$ cat config.mk
export PLATFORM = sky130hd
export DESIGN_NAME = alu_control_unit
export DESIGN_NICKNAME = d
export VERILOG_FILES = /design/src/rtl/alu_control_unit.sv
export SDC_FILE = /design/constraint.sdc
export NUM_CORES = 1
export LEC_CHECK = 0
export CAP_MARGIN = 10
export CORE_ASPECT_RATIO = 0.8
export CORE_MARGIN = 4
export CORE_UTILIZATION = 30
export CTS_BUF_LIST = sky130_fd_sc_hd__clkbuf_2 sky130_fd_sc_hd__clkbuf_4 sky130_fd_sc_hd__clkbuf_8
export CTS_CLUSTER_DIAMETER = 80
export DETAILED_ROUTE_END_ITERATION = 8
export GPL_TIMING_DRIVEN = 0
export PLACE_DENSITY = 0.83
export SLEW_MARGIN = 5
export SYNTH_ARGS = -nofsm -noshare
export SYNTH_HDL_FRONTEND = slang
export SYNTH_SLANG_ARGS = --single-unit
$ cat constraint.sdc
create_clock -name Clock -period 2.1 [get_ports Clock]
set_input_delay 0.42 -clock Clock [delete_from_list [all_inputs] [get_ports Clock]]
set_output_delay 0.42 -clock Clock [all_outputs]
set_load 0.02 [all_outputs]
$ cat src/rtl/alu_control_unit.sv
// Hardwired control unit for a bus-based datapath: fetch (T0-T2) followed by
// a register-register ALU sequence (T3-T5, plus T6 for the HI half of mul).
// Outputs are a pure decode of the present state and IR. PCin/IncPC in T1 are
// the exception: they are qualified by Mem_ready, so the PC advances only on
// the cycle that leaves T1.
module alu_control_unit (
  input  logic        Clock,
  input  logic        clear,
  input  logic        Run,
  input  logic        Mem_ready,
  input  logic [31:0] IR,
  output logic        PCout,
  output logic        MARin,
  output logic        Zin,
  output logic        PCin,
  output logic        IncPC,
  output logic        Read,
  output logic        MDRin,
  output logic        MDRout,
  output logic        IRin,
  output logic        Yin,
  output logic        Zlowout,
  output logic        Zhighout,
  output logic        LOin,
  output logic        HIin,
  output logic [15:0] Rin_sel,
  output logic [15:0] Rout_sel,
  output logic [4:0]  ALU_op,
  output logic        Busy,
  output logic        Halted,
  output logic        Illegal
);

  typedef enum logic [3:0] {
    S_IDLE,
    S_T0,
    S_T1,
    S_T2,
    S_T3,
    S_T4,
    S_T5,
    S_T6,
    S_HALT
  } state_t;

  localparam logic [4:0] OP_ADD  = 5'b00011;
  localparam logic [4:0] OP_SUB  = 5'b00100;
  localparam logic [4:0] OP_AND  = 5'b01010;
  localparam logic [4:0] OP_OR   = 5'b01011;
  localparam logic [4:0] OP_MUL  = 5'b01111;
  localparam logic [4:0] OP_HALT = 5'b11011;

  state_t state_q, state_d;

  logic [4:0]  opcode;
  logic [3:0]  ra, rb, rc;
  logic [15:0] ra_hot, rb_hot, rc_hot;
  logic        is_alu, is_mul, is_halt;
  logic        unused_ir;

  assign opcode    = IR[31:27];
  assign ra        = IR[26:23];
  assign rb        = IR[22:19];
  assign rc        = IR[18:15];
  assign unused_ir = ^IR[14:0];

  assign ra_hot = 16'h0001 << ra;
  assign rb_hot = 16'h0001 << rb;
  assign rc_hot = 16'h0001 << rc;

  // Opcode classification
  always_comb begin
    is_alu  = 1'b0;
    is_mul  = (opcode == OP_MUL);
    is_halt = (opcode == OP_HALT);
    case (opcode)
      OP_ADD, OP_SUB, OP_AND, OP_OR, OP_MUL: is_alu = 1'b1;
      default:                               is_alu = 1'b0;
    endcase
  end

  // Next-state sequencing
  always_comb begin
    state_d = state_q;
    case (state_q)
      S_IDLE: if (Run) state_d = S_T0;
      S_T0:   state_d = S_T1;
      S_T1:   if (Mem_ready) state_d = S_T2;
      S_T2:   state_d = S_T3;
      S_T3: begin
        if (is_alu)       state_d = S_T4;
        else if (is_halt) state_d = S_HALT;
        else              state_d = S_T0;
      end
      S_T4:   state_d = S_T5;
      S_T5:   state_d = is_mul ? S_T6 : S_T0;
      S_T6:   state_d = S_T0;
      S_HALT: state_d = S_HALT;
      default: state_d = S_IDLE;
    endcase
  end

  // State register with synchronous clear
  always_ff @(posedge Clock) begin
    if (clear) state_q <= S_IDLE;
    else       state_q <= state_d;
  end

  // Output decode from present state and IR. IR is only loaded at the end of
  // T2, so these cannot be precomputed into registers a cycle early.
  always_comb begin
    PCout    = 1'b0;
    MARin    = 1'b0;
    Zin      = 1'b0;
    PCin     = 1'b0;
    IncPC    = 1'b0;
    Read     = 1'b0;
    MDRin    = 1'b0;
    MDRout   = 1'b0;
    IRin     = 1'b0;
    Yin      = 1'b0;
    Zlowout  = 1'b0;
    Zhighout = 1'b0;
    LOin     = 1'b0;
    HIin     = 1'b0;
    Rin_sel  = '0;
    Rout_sel = '0;
    ALU_op   = '0;
    Busy     = 1'b1;
    Halted   = 1'b0;
    Illegal  = 1'b0;
    case (state_q)
      S_IDLE: Busy = 1'b0;
      S_T0: begin
        PCout = 1'b1;
        MARin = 1'b1;
        Zin   = 1'b1;
      end
      S_T1: begin
        Zlowout = 1'b1;
        Read    = 1'b1;
        MDRin   = 1'b1;
        PCin    = Mem_ready;
        IncPC   = Mem_ready;
      end
      S_T2: begin
        MDRout = 1'b1;
        IRin   = 1'b1;
      end
      S_T3: begin
        if (is_alu) begin
          Rout_sel = rb_hot;
          Yin      = 1'b1;
        end else if (!is_halt) begin
          Illegal = 1'b1;
        end
      end
      S_T4: begin
        Rout_sel = rc_hot;
        Zin      = 1'b1;
        ALU_op   = opcode;
      end
      S_T5: begin
        Zlowout = 1'b1;
        if (is_mul) LOin    = 1'b1;
        else        Rin_sel = ra_hot;
      end
      S_T6: begin
        Zhighout = 1'b1;
        HIin     = 1'b1;
      end
      S_HALT: begin
        Busy   = 1'b0;
        Halted = 1'b1;
      end
      default: Busy = 1'b0;
    endcase
  end

endmodule

* Word-level counts from Yosys, hierarchy flattened
Index checks and enable logic that the tools add are counted.
** Storage, ports and cells
- Flip-flop bits (word level) :: 4
- Input bits :: 36
- Memories kept :: 0
- Latch bits :: 0
- ROM bits :: 0
- Memory bits (writable) :: 0
- Logic and storage cells :: 54
- Output and inout port bits :: 54
** Operators by class
- Reductions and logical operators :: 6
- Multipliers :: 0
- Add/subtract/negate cells :: 0
- Shifts and indexed selects :: 3
- Muxes and demuxes :: 28
- Eq/ne operators :: 16
- Magnitude comparators :: 0
- Divide/modulo/power cells :: 0
- Bitwise operators :: 0
** Operators with widths (number)
- 16-bit 2-to-1 mux :: 3
- 1-bit by 4-bit << shifter with 16-bit output, first input constant :: 3
- 4-bit one-hot mux with 9 select lines :: 1
- 16-bit one-hot mux with 2 select lines :: 1
- 1-bit 2-to-1 mux :: 17
- 4-bit by 3-bit == test with 1-bit output, second input constant :: 4
- 4-bit 2-to-1 mux :: 4
- 5-bit by 4-bit == test with 1-bit output, second input constant :: 3
- 4-bit by 2-bit == test with 1-bit output, second input constant :: 2
- 7-bit OR reduction :: 1
- 5-bit by 2-bit == test with 1-bit output, second input constant :: 1
- 5-bit by 3-bit == test with 1-bit output, second input constant :: 1
- 5-bit == test, second input constant :: 1
- 5-bit 2-to-1 mux :: 1
- 5-bit OR reduction :: 1
- 4-bit by 1-bit == test with 1-bit output, second input constant :: 1
- 4-bit == test, second input constant :: 1
- 4-bit logical NOT :: 1
- 2-bit inequality test, second input constant :: 2
- 2-bit OR reduction :: 2
- 3-bit 2-to-1 mux :: 1
- 2-bit AND reduction :: 1

* Logic depth before layout (Yosys ltp)
- Depth in word-level cells :: 5
- Mapped depth :: 6

* Worst setup path before layout
OpenSTA, ideal clock, no wires.
- Path kind :: reg-to-output
- Start :: reg state_q[3]
- End :: out PCin
- Required time :: 1.680 ns
- Stages on the path, launching flop included :: 6
- Path slack :: -0.450 ns
- Arrival :: 2.130 ns
- Cells stage by stage :: dfxtp_1 clkbuf_1 nor3b_1 nor2b_1 and2_1 buf_4
** On the way
- Word-level cells in the longest chain between the ends :: 2
** RTL lines
- start, declared :: RTL line 53 : state_t state_q, state_d;
- start signal, assigned :: RTL line 106 : else state_q <= state_d;
- 4-bit by 2-bit == test with 1-bit output
- 1-bit 2-to-1 mux
- end, declared :: RTL line 15 : output logic PCin,
Every way passes these cells.

* Worst setup path in the final report
- Start :: in IR[27]
- End :: out Rout_sel[1]
** On the way
- Word-level cells in the longest chain between the ends :: 5
- Elaborated cells on any way between the ends :: 9
** RTL lines
- start, declared :: RTL line 11 : input logic [31:0] IR,
- 5-bit by 4-bit == test with 1-bit output (tied with other cells) :: RTL line 76 : case (opcode)
- 5-bit OR reduction (*) :: RTL line 76
- 1-bit 2-to-1 mux (*) :: RTL line 76
- 16-bit 2-to-1 mux (*) :: RTL line 151 : if (is_alu) begin
- 16-bit one-hot mux with 2 select lines (*) :: RTL line 132 : case (state_q)
- end, declared :: RTL line 27 : output logic [15:0] Rout_sel,
Every way passes the cells marked *; elsewhere a longest branch is shown, timed or not.

==> results_dict.tcl <==
set metrics [dict create \
    outcome "finished with violations" \
    violations "setup timing" \
    ios 90 \
    synthCells 135 \
    cts_tree "done" \
    numCtsBuffers 3 \
    worstSkewPairLatency_ps 220 \
    netlist_area_sq_um 887 \
    port_buffers 72 \
    antenna_found_initial 0 \
    drc_errors 0 \
    drt.antenna.violating_nets 0 \
    required_ps 1680 \
    critPathCaptureType "primary output" \
    regToRegStartpoint "state_q[0]$_SDFFE_PP0P_" \
    synthesis.nets 171 \
    start_util 0.318 \
    synth.largest_area_cell "dfxtp_1" \
    clk_pin_slew_worst_paths_ps 30 \
    startpoint "IR[27]" \
    path_cells "buf_8 -> nor4b_4 -> a221oi_2 -> or3_4 -> buf_8 -> buf_12 -> o41ai_2 -> buf_2" \
    final_max_slew_viol_count 0 \
    yosysMostFrequentCell "nor2_1" \
    grt_pass1_wl_microns 7270 \
    dpl.hpwl_microns 3170 \
    worstMarginPinSlew_ps 510 \
    r2r_slack_ps 250 \
    wl_microns 4890 \
    hp-class "reg -> reg" \
    power_density_mw_per_mm2 258 \
    routed_via_density 5.62 \
    yosys.area.top_type_share 0.0903 \
    synth_cell_types 36 \
    finalHoldViolCount 0 \
    yosysSeqAreaShare 0.0903 \
    finalSetupViolCount 29 \
    die_y_microns 56.6 \
    yosys-top-cells-area "dfxtp_1 (9.0%), nor2_1 (8.0%), o31ai_1 (7.6%)" \
    grt_max_degree 11 \
    cp-start-kind "input pin" \
    topRoutingLayerUsed "met4" \
    vias 1460 \
    met1_length_microns 1860 \
    timing.final.crit_share 1.13 \
    die_area_sq_mm 0.00390 \
    synth_edf_count 0 \
    grt_usage 0.239 \
    root_buffer "clkbuf_8" \
    power_leakage_nw 0.992 \
    drt_iter0_drc 86 \
    worstPathMaxFanout 5 \
    dr_wl_met3_microns 332 \
    skew_ps 2.80 \
    async_flop_share 0 \
    core_sq_mm 0.00279 \
    cts.sinks 4 \
    crit_arrival_ps 1950 \
    cts_buffer_depth 2 \
    ys_ff_latch 4 \
    synth_ff_type "dfxtp_1" \
    first_pass_iters 4 \
    wire_per_inst_microns 18.8 \
    setup_ws_ps -266 \
    hp-start "state_q[1]$_SDFFE_PP0P_" \
    crit_type "in -> out" \
    path_common_cell "buf_8" \
    slowest_delay_ps 400 \
    fin_crit_ps 2370 \
    max_freq_ghz 0.423 \
    regMostFlops "state_q" \
    final_util 0.791 \
    ir_drop_mv 0.153 \
    antenna_cells 0 \
    yosys_warnings 0 \
    htreeDepth 1 \
    largest_reg_flops 4 \
    relSlewSlack 0.660 \
    holdWs_ps 732 \
    max_cap_viol_count 0 \
    grt_setup_unrepaired "true" \
    grt_pass1_vias 1439 \
    rows 17 \
    reg.largest.list "state_q: 4 flops" \
    die_width_microns 68.8 \
    layout-drive-gt1-share 0.577 \
    met2WireLength_microns 2560 \
    synth_area_per_cell_sq_um 6.57 \
    grt.overflow.total 0 \
    gp_congestion 0.861 \
    n_fill_cell 167 \
    slowest_stage "or3_4" \
    num-nets-final 260 \
    syn2layout_area_growth_pct 148 \
    synthTopCellsByCount "nor2_1 (19), nand2_1 (12), nor3_1 (10), o31ai_1 (9)" \
]
-- layer usage --
metal	track usage	vias up
li1	-	676
met1	0.294	705
met2	0.418	68
met3	0.0360	11
met4	0.0694	0
met5	0	-
-- cells in the final DEF, fill, tap and decap left out, drive strengths merged, types with 4 or more instances in the layout --
cell           instances
o41ai                  6
dlygate4sd2           17
buf                   62
nor2                  19
clkdlybuf4s50          8
nand2b                 8
nand3                  4
a21oi                  4
nand3b                 5
nor3                  10
clkbuf                 8
nor3b                  6
and2                   8
dfxtp                  4
o31ai                  9
dlymetal6s2s           4
nand2                 12
-- cell families after synthesis --
logic type	after synthesis	synth area share
DFF	4	0.0903
AOI/OAI and AO/OA	28	0.228
buffers and inverters	14	0.104
and+or+nand+nor	89	0.577
-- worst max-delay path: cells and delay by family --
family | cells | cell delay (ps)
compound gates | 2 | 260
simple gates | 2 | 670
buf+inv | 4 | 590
-- metrics by stage --
step	cells	setup TNS [ps]	total power, mW	cell area [sq um]	setup WS (ps)
2_1_floorplan	135	-1750	0.211	1000	-141
3_3_place_gp	245	-30680	0.323	1770	-1140
3_5_place_dp	245	-32800	0.333	1770	-1230
4_1_cts	256	-5640	0.530	1990	-279
5_1_grt	260	-6710	0.592	2200	-324
6_report	260	-5230	0.569	2200	-266
-- where the power goes --
part | switching, mW | total (mW) | internal (mW) | leakage [nW]
registers | 0.00772 | 0.0911 | 0.0834 | 0.0336
clock network | 0.0499 | 0.173 | 0.123 | 0.0216
logic | 0.172 | 0.305 | 0.133 | 0.937
-- timing repair --
action                                  CTS  global route
endpoints found under the setup margin   54            40
pin swaps                                12            22
gates resized for setup                 265            64
setup buffers                             6             5
hold buffers                              0             0
endpoints found under the hold margin     0             0
cloned                                    2             0
-- path summary, 6_finish.rpt --
check / to / cells past startpoint
setup / recovery: Rout_sel[1] / 8
hold reg to reg: state_q[3]$_SDFFE_PP0P_ / 3
hold / removal: state_q[3]$_SDFFE_PP0P_ / 3
setup reg to reg: state_q[0]$_SDFFE_PP0P_ / 7
-- final cells by class --
cell class	instances	area, sq um	share of cell area
Clock buffer	3	41.3	0.0187
Multi-Input combinational cell	117	1120	0.509
Tap cell	38	47.5	0.0216
Inverter	1	3.75	0.00170
Buffer	12	104	0.0471
Sequential cell	4	85.1	0.0386
Timing Repair Buffer	85	801	0.363
No activity file was read; power rests on OpenSTA's default activity.
